## src/rtl/spi_serializer_pkg.sv

```systemverilog
// Shared definitions for the spi_serializer block: FSM state encoding,
// the registered-output control struct and the SCLK divider helpers.
// Optional readback path is enabled with macro SPI_SERIALIZER_READBACK_EN.
package spi_serializer_pkg;

   // Transfer phases; 2-bit encoding.
   typedef enum logic [1:0] {
      ST_IDLE  = 2'd0,
      ST_SETUP = 2'd1,
      ST_SHIFT = 2'd2,
      ST_HOLD  = 2'd3
   } spi_state_t;

   // Every registered control output lives in one struct so the whole
   // FSM state (phase plus pin levels) can be observed as a single signal.
   typedef struct packed {
      spi_state_t state;
      logic       ready;
      logic       done;
      logic       sclk;
      logic       mosi;
      logic       cs_n;
   } spi_ctrl_t;

   localparam spi_ctrl_t CTRL_RESET = '{
      state : ST_IDLE,
      ready : 1'b1,
      done  : 1'b0,
      sclk  : 1'b0,
      mosi  : 1'b0,
      cs_n  : 1'b1
   };

   // Half-period reload value: ticks come every DIV+1 clocks.
   // A non-positive SCLK frequency yields -1 so elaboration rejects it.
   function automatic int calc_div(input int ifreq, input int sclk_freq);
      if (sclk_freq <= 0) return -1;
      return ifreq / (sclk_freq * 2) - 1;
   endfunction

   // Counter width able to hold DIV, never narrower than one bit.
   function automatic int cnt_width(input int div);
      if (div < 1) return 1;
      return $clog2(div + 1);
   endfunction

endpackage

```

## src/rtl/spi_serializer_tick_gen.sv

```systemverilog
// Reloadable half-period counter producing the SCLK tick strobe.
// The tick is high whenever the counter sits at zero; i_load restarts the
// count at DIV so the first tick after a load lands DIV+1 clocks later.
module spi_tick_gen
   import spi_serializer_pkg::*;
#(
   parameter int DIV = 2
) (
   input  logic i_clk,
   input  logic i_reset_n,
   input  logic i_load,
   output logic o_tick
);

   localparam int CW = cnt_width(DIV);

   logic [CW-1:0] cnt_q;

   assign o_tick = (cnt_q == '0);

   // Load has priority; otherwise count down and wrap to DIV on a tick.
   always_ff @(posedge i_clk or negedge i_reset_n) begin
      if (!i_reset_n) begin
         cnt_q <= '0;
      end else if (i_load) begin
         cnt_q <= CW'(DIV);
      end else if (o_tick) begin
         cnt_q <= CW'(DIV);
      end else begin
         cnt_q <= cnt_q - 1'b1;
      end
   end

endmodule

```

## src/rtl/spi_serializer.sv

```systemverilog
// SPI mode-0 master transmitter. SCLK is generated from an i_clk tick
// strobe, so every output is a plain register in the i_clk domain.
// Words are shifted MSB first inside a chip-select frame.
// Optional macro SPI_SERIALIZER_READBACK_EN builds a receive shift register
// fed from i_miso; without it o_rdata is tied to zero and i_miso is unused.
//
// Handshake: a word is taken on any clock edge where i_valid && o_ready.
// o_ready is high only while idle (including the o_done cycle, so a new
// word can be taken back-to-back); i_valid while o_ready is low is ignored
// and nothing is queued.
module spi_serializer
   import spi_serializer_pkg::*;
#(
   parameter int IFREQ     = 96000000,
   parameter int SCLK_FREQ = 16000000,
   parameter int WIDTH     = 8
) (
   input  logic             i_clk,
   input  logic             i_reset_n,
   input  logic [WIDTH-1:0] i_data,
   input  logic             i_valid,
   output logic             o_ready,
   output logic             o_done,
   output logic             o_sclk,
   output logic             o_mosi,
   output logic             o_cs_n,
   input  logic             i_miso,
   output logic [WIDTH-1:0] o_rdata
);

   localparam int DIV      = calc_div(IFREQ, SCLK_FREQ);
   localparam int TICK_DIV = (DIV < 0) ? 0 : DIV;
   localparam int BCW      = $clog2(WIDTH + 1);

   generate
      if (DIV < 0) begin : g_bad_div
         $error("spi_serializer: SCLK_FREQ too high for IFREQ (DIV < 0)");
      end
      if (WIDTH < 1) begin : g_bad_width
         $error("spi_serializer: WIDTH must be at least 1");
      end
   endgenerate

   spi_ctrl_t        ctrl_q, ctrl_d;
   logic [WIDTH-1:0] shreg_q, shreg_d;
   logic [BCW-1:0]   bitcnt_q, bitcnt_d;
   logic             tick;
   logic             tick_load;

`ifdef SPI_SERIALIZER_READBACK_EN
   logic [WIDTH-1:0] rx_q, rx_d;
   logic [WIDTH-1:0] rdata_q, rdata_d;
`endif

   spi_tick_gen #(
      .DIV (TICK_DIV)
   ) u_tick_gen (
      .i_clk     (i_clk),
      .i_reset_n (i_reset_n),
      .i_load    (tick_load),
      .o_tick    (tick)
   );

   // Next-state and next-output logic; all pins are registered below.
   always_comb begin
      ctrl_d      = ctrl_q;
      ctrl_d.done = 1'b0;
      shreg_d     = shreg_q;
      bitcnt_d    = bitcnt_q;
      tick_load   = 1'b0;
`ifdef SPI_SERIALIZER_READBACK_EN
      rx_d        = rx_q;
      rdata_d     = rdata_q;
`endif
      case (ctrl_q.state)
         ST_IDLE: begin
            if (i_valid && ctrl_q.ready) begin
               tick_load    = 1'b1;
               ctrl_d.state = ST_SETUP;
               ctrl_d.ready = 1'b0;
               ctrl_d.cs_n  = 1'b0;
               ctrl_d.mosi  = i_data[WIDTH-1];
               shreg_d      = i_data;
               bitcnt_d     = '0;
`ifdef SPI_SERIALIZER_READBACK_EN
               rx_d         = '0;
`endif
            end
         end
         // One half period with CS low and the MSB already on MOSI.
         ST_SETUP: begin
            if (tick) begin
               ctrl_d.state = ST_SHIFT;
            end
         end
         ST_SHIFT: begin
            if (tick) begin
               if (!ctrl_q.sclk) begin
                  // Rising edge: the slave samples MOSI here.
                  ctrl_d.sclk = 1'b1;
                  bitcnt_d    = bitcnt_q + 1'b1;
`ifdef SPI_SERIALIZER_READBACK_EN
                  rx_d        = (rx_q << 1) | WIDTH'(i_miso);
`endif
               end else begin
                  // Falling edge: present the next bit, except after the last.
                  ctrl_d.sclk = 1'b0;
                  if (bitcnt_q == BCW'(WIDTH)) begin
                     ctrl_d.state = ST_HOLD;
                  end else begin
                     shreg_d     = shreg_q << 1;
                     ctrl_d.mosi = shreg_d[WIDTH-1];
                  end
               end
            end
         end
         // CS hold half period after the final falling edge.
         ST_HOLD: begin
            if (tick) begin
               ctrl_d.state = ST_IDLE;
               ctrl_d.cs_n  = 1'b1;
               ctrl_d.ready = 1'b1;
               ctrl_d.done  = 1'b1;
`ifdef SPI_SERIALIZER_READBACK_EN
               rdata_d      = rx_q;
`endif
            end
         end
         default: begin
            ctrl_d = CTRL_RESET;
         end
      endcase
   end

   // FSM, pin and shift register state.
   always_ff @(posedge i_clk or negedge i_reset_n) begin
      if (!i_reset_n) begin
         ctrl_q   <= CTRL_RESET;
         shreg_q  <= '0;
         bitcnt_q <= '0;
      end else begin
         ctrl_q   <= ctrl_d;
         shreg_q  <= shreg_d;
         bitcnt_q <= bitcnt_d;
      end
   end

`ifdef SPI_SERIALIZER_READBACK_EN
   // Receive shift register and the word latched at end of transfer.
   always_ff @(posedge i_clk or negedge i_reset_n) begin
      if (!i_reset_n) begin
         rx_q    <= '0;
         rdata_q <= '0;
      end else begin
         rx_q    <= rx_d;
         rdata_q <= rdata_d;
      end
   end

   assign o_rdata = rdata_q;
`else
   logic unused_miso;
   assign unused_miso = i_miso;
   assign o_rdata     = '0;
`endif

   assign o_ready = ctrl_q.ready;
   assign o_done  = ctrl_q.done;
   assign o_sclk  = ctrl_q.sclk;
   assign o_mosi  = ctrl_q.mosi;
   assign o_cs_n  = ctrl_q.cs_n;

endmodule

```

## config.mk

```make
export PLATFORM = sky130hd
export DESIGN_NAME = spi_serializer
export DESIGN_NICKNAME = d
export VERILOG_FILES = /design/src/rtl/spi_serializer_pkg.sv /design/src/rtl/spi_serializer_tick_gen.sv /design/src/rtl/spi_serializer.sv
export SDC_FILE = /design/constraint.sdc
export NUM_CORES = 1
export LEC_CHECK = 0
export ABC_AREA = 1
export BUFFER_PORTS_ARGS = -buffer_cell sky130_fd_sc_hd__buf_4
export CORE_MARGIN = 2
export CORE_UTILIZATION = 48
export DETAILED_ROUTE_END_ITERATION = 10
export HOLD_SLACK_MARGIN = 0.05
export PLACE_DENSITY_LB_ADDON = 0.3
export SYNTH_ARGS = -nofsm -noshare
export SYNTH_HDL_FRONTEND = slang
export SYNTH_SLANG_ARGS = --single-unit
```

## constraint.sdc

```tcl
create_clock -name i_clk -period 1.2 [get_ports i_clk]
set_input_delay 0.12 -clock i_clk [delete_from_list [all_inputs] [get_ports i_clk]]
set_output_delay 0.12 -clock i_clk [all_outputs]
set_load 0.02 [all_outputs]
```

==> flow_summary.yaml <==
power_and_ir_drop:
  p_per_area_nw_per_um2: 2733
  ir_drop_mv: 2.224
  power_leakage_nw: 0.9314
  finalPower_mw: 4.739
worst_setup_path:
  end_kind: "flop"
  crit_type: "flop to flop"
  endpoint: "ctrl_q[5]$_DFFE_PN0P_"
  crit_arrival_ps: 1530
  regToRegEndpoint: "ctrl_q[5]$_DFFE_PN0P_"
  critPathMaxStageDelay_ps: 470
  cpMaxStageDelayCell: "dfrtp_2"
  cp.required_ps: 1400
  start_kind: "flop"
  crit_chain: "inv_4 -> buf_4 -> ha_1 -> or2_2 -> nand3_2 -> nand2_1"
  crit_buf_inv: 2
  cp_num_cells: 6
  rr_worst_depth: 6
  critPathTopFamily: "flip-flops"
  critPathLaunch: "ctrl_q[6]$_DFFE_PN0P_"
  reg2reg_from: "ctrl_q[6]$_DFFE_PN0P_"
  crit_path_max_fanout: 4
  r2r_slack_ps: -140
finish:
  layout.nets: 224
  final_area_um2: 1734
  area_growth_pct: 38.74
  diodes: 0
  n_fill_cell: 199
  drive_gt1_share_pct: 40.00
grt:
  grt_pass1_wl_mm: 4.298
  grt_max_degree: 21
  grt_pass1_vias: 1054
  track_usage_pct: 19.61
  overflow: 0
  antenna_found_initial: 0
hold_path:
  min_path_cells: 3
  hold_class: "primary input to flop"
place:
  placed_area_um2: 1559
  gp_congestion: 0.7168
  dpl.hpwl_mm: 1.965
  numPortBuffers: 15
  pre_cts_ws_ps: -164.4
yosys:
  synthCells: 160
  syn_area_per_cell_um2: 7.812
  synth_warnings: 0
  synth.distinct_cells: 22
  ys_seq_elements: 20
  netlist_area_um2: 1250
  yosysSeqAreaShare_pct: 40.24
route:
  drt-vias-per-instance: 4.839
  drc: 0
  vias: 1113
  routed_wirelength_mm: 2.709
  ant_nets: 0
  wl_per_cell_um: 11.78
  drt_first_pass_iters: 4
  dr.first_iter.drc_count: 24
clocking:
  path_clk_slew_ps: 120
  clkSinkCount: 20
  cts.root.buffer_cell: "clkbuf_4"
  h-tree-depth: 1
  numCtsBuffers: 3
  insertion_delay_ps: 290
  cts_buffer_depth: 2
  cts_tree: "built"
flow_run:
  max_cap_viol_count: 0
sta:
  finalMaxSlewViolations: 0
  finalCriticalPeriod_ps: 1335
  fin_skew_ps: 2.273
  fin_crit_sh_pct: 111.3
  rsz0062_at_grt: "true"
  layout_setup_ws_ps: -135.2
  fmax_mhz: 749.0
  setup_viol: 17
  fin_hold_ws_ps: 105.9
  hold_violations: 0
  setup-tns-final_ps: -1697
die:
  coreArea_um2: 2477
  die_x_um: 55.03
  ios: 25
  chipHeight_um: 55.03
  start_util_pct: 50.45
  dieArea_um2: 3028
  rows: 18
status:
  outcome: "finished, violations left"
  violations: "setup timing"
cell type report:
class	instances	area [um^2]	share of cell area [%]
Multi-Input combinational cell	120	752.0	43.36
Sequential cell	20	504.2	29.08
Timing Repair Buffer	39	330.3	19.05
Inverter	17	73.82	4.257
Tap cell	30	37.54	2.165
Clock buffer	4	36.28	2.092
cell usage after synthesis:
library cell  instances  area (um^2)
o21ai_1               4        20.02
nand3_2               3        30.03
nand3_1              12        60.06
a21oi_1               1        5.000
nand2_4               2        22.52
or2_2                 1        6.260
nand3b_1              1        7.510
o21bai_1              2        15.01
nand2_2               1        6.260
inv_2                 3        11.26
buf_2                 1        5.000
dfrtp_1              18        450.4
nand4_1               1        6.260
conb_1                1        3.750
inv_1                14        52.55
nand2_1              66        247.7
ha_1                 11        137.6
dfstp_2               2        52.55
buf_4                 8        60.06
o21ai_0               6        30.03
xor2_1                1        8.760
buf_6                 1        11.26
state kept, by name, summed over array words and instances (netlist names):
| register | flops |
|---|---|
| bitcnt_q | 4 |
| ctrl_q | 2 |
| o_cs_n | 1 |
| o_done | 1 |
| o_mosi | 1 |
| o_ready | 1 |
| o_sclk | 1 |
| shreg_q | 7 |
| u_tick_gen.cnt_q | 2 |
metrics by stage:
| step | utilization [%] | std cells |
|---|---|---|
| CTS | 67.93 | 227 |
| detailed placement | 62.93 | 220 |
| global route | 70.00 | 230 |
| finish | 70.00 | 230 |
| global placement | 62.93 | 220 |
| floorplan | - | 167 |
report_power, final:
| group | switching (mW) | internal (mW) | leakage (nW) |
|---|---|---|---|
| registers | 0.191 | 0.966 | 0.250 |
| clock network | 0.211 | 0.185 | 0.0210 |
| logic | 1.71 | 1.48 | 0.661 |
| total | 2.11 | 2.63 | 0.931 |
metal layers:
| layer | vias up | GRT usage, % | part of all wire (%) |
|---|---|---|---|
| met5 | - | 0 | 0 |
| met4 | 0 | 5.285 | 0.44 |
| met3 | 2 | 2.419 | 2.2 |
| met2 | 16 | 34.72 | 52 |
| met1 | 536 | 25.08 | 45 |
| li1 | 559 | - | - |
cell families (layout without fill, tap and decap cells):
family                     count (synthesis)  in the layout  synth area share [%]
other                                      1              8                0.3000
xor gates and xnor gates                   1              1                0.7008
buffers and inverters                     27             60                 11.21
adders and majority gates                 11             11                 11.01
and+or+nand+nor                           87             87                 30.93
AOI/OAI and AO/OA                         13             13                 5.605
DFF                                       20             20                 40.24
how the worst min path moves through the flow:
stage | from | to | slack [ps]
floorplan | i_reset_n | bitcnt_q[0]$_DFFE_PN0P_ | -180
global placement | i_reset_n | bitcnt_q[0]$_DFFE_PN0P_ | 20
detailed placement | i_reset_n | u_tick_gen.cnt_q[0]$_DFF_PN0_ | 20
CTS | i_valid | u_tick_gen.cnt_q[1]$_DFF_PN0_ | 100
global route | i_valid | u_tick_gen.cnt_q[1]$_DFF_PN0_ | 90
finish | i_valid | u_tick_gen.cnt_q[1]$_DFF_PN0_ | 110
cell usage in the layout, fill, tap and decap left out, drive strengths merged:
cell | synthesis | layout
a21oi | 1 | 1
buf | 10 | 38
clkbuf | 0 | 4
conb | 1 | 8
dfrtp | 18 | 18
dfstp | 2 | 2
dlygate4sd3 | 0 | 1
ha | 11 | 11
inv | 17 | 17
nand2 | 69 | 69
nand3 | 15 | 15
nand3b | 1 | 1
nand4 | 1 | 1
o21ai | 10 | 10
o21bai | 2 | 2
or2 | 1 | 1
xor2 | 1 | 1
tightest hold or removal path, stage by stage:
cell     delay (ps)
buf_4           120
nand3_2          80
nand2_1          50
repair_timing:
action,in CTS,in global routing
resized for setup,24,9
pin swaps,12,11
endpoints found under the hold margin,20,0
endpoints found under the setup margin,17,19
hold buffers,1,0
buffers inserted,2,3
Power figures use the tool's default switching activity.
